### config.mk
export PLATFORM = sky130hd
export DESIGN_NAME = _bus_arbiter
export DESIGN_NICKNAME = d
export VERILOG_FILES = /design/src/rtl/_bus_arbiter.sv
export SDC_FILE = /design/constraint.sdc
export NUM_CORES = 1
export LEC_CHECK = 0
export ABC_AREA = 1
export BUFFER_PORTS_ARGS = -buffer_cell sky130_fd_sc_hd__buf_4
export CORE_ASPECT_RATIO = 1.2
export CORE_MARGIN = 2
export CORE_UTILIZATION = 50
export DETAILED_ROUTE_END_ITERATION = 10
export GPL_TIMING_DRIVEN = 0
export HOLD_SLACK_MARGIN = 0.05
export PLACE_DENSITY = 0.83
export SETUP_SLACK_MARGIN = 0.3
export SLEW_MARGIN = 0
export SYNTH_ARGS = -nofsm -noshare
export SYNTH_HDL_FRONTEND = slang
export SYNTH_SLANG_ARGS = --single-unit
### constraint.sdc
create_clock -name clk -period 5.51 [get_ports clk]
set_clock_uncertainty 0.15 [all_clocks]
set_input_delay 0.551 -clock clk [delete_from_list [all_inputs] [get_ports clk]]
set_output_delay 0.551 -clock clk [all_outputs]
set_load 0.05 [all_outputs]
### src/rtl/_bus_arbiter.sv
// -----------------------------------------------------------------------------
// _bus_arbiter
// Round-robin arbiter funnelling four valid/ready requesters into one
// registered output slot. One word per cycle is sustained while the consumer
// keeps out_ready high: a new word is taken in the same cycle as the held
// word leaves.
//
// Ports
//   clk        : rising-edge clock for all state
//   reset      : synchronous, active-high reset
//   req_valid  : per-requester request (bit i = requester i has a word)
//   req_data   : packed words, requester i at [i*WIDTH +: WIDTH]
//   req_ready  : one-hot accept strobe (combinational)
//   out_valid  : output slot holds a word
//   out_data   : registered output word
//   out_ready  : consumer takes out_data this cycle
//   grant      : one-hot owner of out_data, 0000 when the slot is empty
//   sel        : binary index of the last accepted requester
//   xfer_count : completed output handshakes, wraps at 16 bits
//
// state | meaning
// ------+------------------------------------------------------
// IDLE  | output slot empty, out_valid=0
// BUSY  | output slot holds a word, out_valid=1
// -----------------------------------------------------------------------------
module _bus_arbiter #(
  parameter int WIDTH = 16
) (
  input  logic               clk,
  input  logic               reset,
  input  logic [3:0]         req_valid,
  input  logic [4*WIDTH-1:0] req_data,
  output logic [3:0]         req_ready,
  output logic               out_valid,
  output logic [WIDTH-1:0]   out_data,
  input  logic               out_ready,
  output logic [3:0]         grant,
  output logic [1:0]         sel,
  output logic [15:0]        xfer_count
);

  typedef enum logic {IDLE, BUSY} state_t;

  state_t             state;
  logic   [1:0]       last;
  logic   [1:0]       win;
  logic               found;
  logic   [1:0]       idx;
  logic               slot_open;
  logic               accept;
  logic               handshake;

  // Search order last+1, last+2, last+3, last; k=4 wraps back onto last.
  always_comb begin
    found = 1'b0;
    win   = 2'd0;
    idx   = 2'd0;
    for (int k = 1; k <= 4; k++) begin
      idx = last + k[1:0];
      if (!found && req_valid[idx]) begin
        found = 1'b1;
        win   = idx;
      end
    end
  end

  // A held word leaving this cycle frees the slot for a same-cycle accept,
  // which also guarantees the owner is never accepted twice while stalled.
  assign slot_open = (state == IDLE) || out_ready;
  assign accept    = !reset && slot_open && found;
  assign handshake = (state == BUSY) && out_ready;
  assign req_ready = accept ? (4'b0001 << win) : 4'b0000;

  always_ff @(posedge clk) begin
    if (reset) begin
      state      <= IDLE;
      out_valid  <= 1'b0;
      out_data   <= '0;
      grant      <= 4'b0000;
      sel        <= 2'd0;
      last       <= 2'd3;
      xfer_count <= 16'd0;
    end else begin
      if (handshake) begin
        xfer_count <= xfer_count + 16'd1;
      end
      if (accept) begin
        state     <= BUSY;
        out_valid <= 1'b1;
        out_data  <= req_data[win*WIDTH +: WIDTH];
        grant     <= 4'b0001 << win;
        sel       <= win;
        last      <= win;
      end else if (handshake) begin
        // out_data keeps its last value; only validity and ownership drop.
        state     <= IDLE;
        out_valid <= 1'b0;
        grant     <= 4'b0000;
      end
    end
  end

endmodule

==> qor.yml <==
placed_design:
  gp_congestion: 0.935
  hpwl_mm: 6.09
  place_inst: 598
  dp_slack_ns: 2.62
  place_area_um2: 3680
  port_buffers: 113
grt:
  grtUsageMet1: 0.317
  grtUsageMet3: 0.0499
  grtUsageMet2: 0.475
  overflow: 0
  grt_pass1_wl_mm: 13.1
  grt_use_total: 0.263
  grt_max_degree: 14
  antenna_found_initial: 0
  first_global_vias: 2987
  grt.busiest_layer: "met2"
pwr:
  power.static_leakage_nw: 2.07
  pwr-share-clk: 0.102
  swShare: 0.548
  comb_power_share: 0.702
  vdd_drop_max_mv: 0.306
  p_switching_mw: 1.20
  p_seq_frac: 0.195
  p_total_mw: 2.19
  power_density_nw_per_um2: 578
  p_int_mw: 0.990
yosys:
  avgSynthCellArea_um2: 6.52
  synthesis.instances: 423
  ys_ff_latch: 41
  yosys_warnings: 0
  syn_area_um2: 2760
  synth_cell_types: 37
  synth_nets: 495
  ys_seq_area_frac: 0.298
final_layout:
  regArea_um2: 821
  final_common_cell: "buf_4"
  fillers: 468
  final_core_utilization: 0.715
  area_growth_pct: 37.4
  antenna_cells: 0
  multi_input_area_um2: 1460
  drive_gt1_frac: 0.307
  final_cell_mix: "buf_4, nand2_1, inv_1, nand3_1, dfxtp_1"
  nets: 615
  design_area_um2: 3790
  instances_no_fill: 606
detailed_routing:
  wl_per_cell_um: 12.8
  first_pass_iters: 4
  drcViolationCount: 0
  via_count: 3104
  drt_iter0_drc: 242
  wirelength_mm: 7.78
  viasPerCell: 5.12
  drt.antenna.violating_nets: 0
clock_network:
  clk_latency_ns: 0.29
  cts-root-buf: "clkbuf_8"
  cts_setup_buffers: 0
  cts_buffers: 5
  cts_sinks: 41
  cts_hold_repair.buffers: 0
  clock_path_buffers: 2
  cts_tree: "done"
  cts.clk_slew.worst_paths_ns: 0.08
  cts.repair.resized: 0
  htree_num_levels: 2
floorplanning:
  rows: 29
  start_util: 0.520
  chipWidth_um: 71.8
  core_um2: 5300
  dieArea_um2: 6130
  ios: 114
  die_y_um: 85.3
setup_path:
  endpoint_kind: "primary output"
  arrival_ns: 2.37
  crit_path_cell_trace: "buf_6, inv_4, buf_6, nand2_2, nand2_2, nand2_2, nand2_4, nor2_8, nand4_4, nand3_4, buf_2, nand2_1, inv_1, buf_4"
  critical_path_required_ns: 4.81
  path_max_fanout: 10
  startpoint_type: "register"
  path_common_cell: "nand2_2"
  crit_slowest_cell: "dfxtp_1"
  slowest_delay_ns: 0.33
  path_class: "reg2out"
sta:
  worst_slew_pin_slew_ns: 0.490
  tns_ns: 0
  maxClockFrequency_mhz: 325
  timing.final.ws_setup_ns: 2.44
  period_share: 0.558
  setup_viol: 0
  final_max_slew_viol_count: 0
  rsz0062_at_grt: "no"
  hold_ws_ns: 0.301
  layout_min_cycle_time_ns: 3.07
  hold_violations: 0
  slew_headroom: 0.673
flow_run:
  cap_violations: 0
min_path:
  hp-class: "reg2reg"
run_status:
  status: "finished clean"
## Yosys cell counts
cell | n | area [um2]
nand3_1 | 47 | 235
nor4_1 | 1 | 6.26
nand3b_4 | 1 | 20.0
nor2_4 | 3 | 33.8
nand4_2 | 1 | 12.5
nand2_4 | 6 | 67.6
buf_6 | 5 | 56.3
nand4_1 | 25 | 156
ha_1 | 1 | 12.5
nor2_2 | 1 | 6.26
o21ai_4 | 1 | 16.3
inv_2 | 5 | 18.8
buf_4 | 2 | 15.0
clkbuf_1 | 7 | 26.3
nand3_2 | 2 | 20.0
o211ai_1 | 5 | 37.5
inv_1 | 86 | 323
nor3_1 | 2 | 10.0
inv_4 | 1 | 6.26
a21oi_1 | 23 | 115
nor2_1 | 16 | 60.1
nor2_8 | 1 | 20.0
a21oi_4 | 1 | 16.3
inv_6 | 1 | 8.76
nand4_4 | 1 | 21.3
dfxtp_1 | 41 | 821
nand2_1 | 103 | 387
nand2_2 | 7 | 43.8
o21a_1 | 2 | 15.0
o21ai_0 | 8 | 40.0
nand3_4 | 2 | 35.0
buf_2 | 4 | 20.0
o21ai_1 | 6 | 30.0
xnor2_1 | 1 | 8.76
a22oi_1 | 1 | 7.51
a221oi_1 | 2 | 17.5
nor3_2 | 1 | 10.0
## final cells by class
class	count	area share
Multi-Input combinational cell	271	0.386
Timing Repair Buffer	113	0.224
Sequential cell	41	0.217
Inverter	93	0.0942
Buffer	18	0.0311
Clock buffer	7	0.0254
Tap cell	62	0.0205
Clock inverter	1	0.00231
## state kept, by name, summed over array words and instances, names as in the netlist
register and count:
sel 2, last 2, grant 4, xfer_count 16
state 1, out_data 16
## worst paths after layout
path                                      startpoint                         to  slack (ns)  depth (start not counted)
worst min register to register   sel[1]$_SDFFE_PP0P_        sel[1]$_SDFFE_PP0P_        0.30                          2
worst min-delay path             sel[1]$_SDFFE_PP0P_        sel[1]$_SDFFE_PP0P_        0.30                          2
worst max register to register  last[0]$_SDFFE_PP1P_  out_data[15]$_SDFFE_PP0P_        3.23                         15
worst max-delay path            last[0]$_SDFFE_PP1P_               req_ready[3]        2.44                         14
## logic make-up after synthesis
group | count (synthesis) | synth area share
simple gates | 220 | 0.415
fa+ha+maj | 1 | 0.00454
compound gates | 49 | 0.107
buf+inv | 111 | 0.172
xor+xnor | 1 | 0.00318
flops | 41 | 0.298
## layer usage
layer / wire (um) / vias up
met5: 0 / -
li1: - / 1578
met4: 70 / 0
met1: 3200 / 1431
met3: 449 / 6
met2: 4060 / 89
## power groups by stage
stage | sequential, mW | combinational, mW | clock, mW
2_1_floorplan | 0.666 | 0.915 | 0
3_3_place_gp | 0.430 | 1.50 | 0
3_5_place_dp | 0.432 | 1.53 | 0
4_1_cts | 0.427 | 1.54 | 0.228
5_1_grt | 0.437 | 1.68 | 0.244
6_report | 0.427 | 1.54 | 0.224
## worst max-delay path: cells and delay by family, from the launching register on
family	cells	cell delay, ns
flops	1	0.33
simple gates	8	0.88
buf+inv	6	0.86
Note: power is estimated with default switching activity, not from simulation.
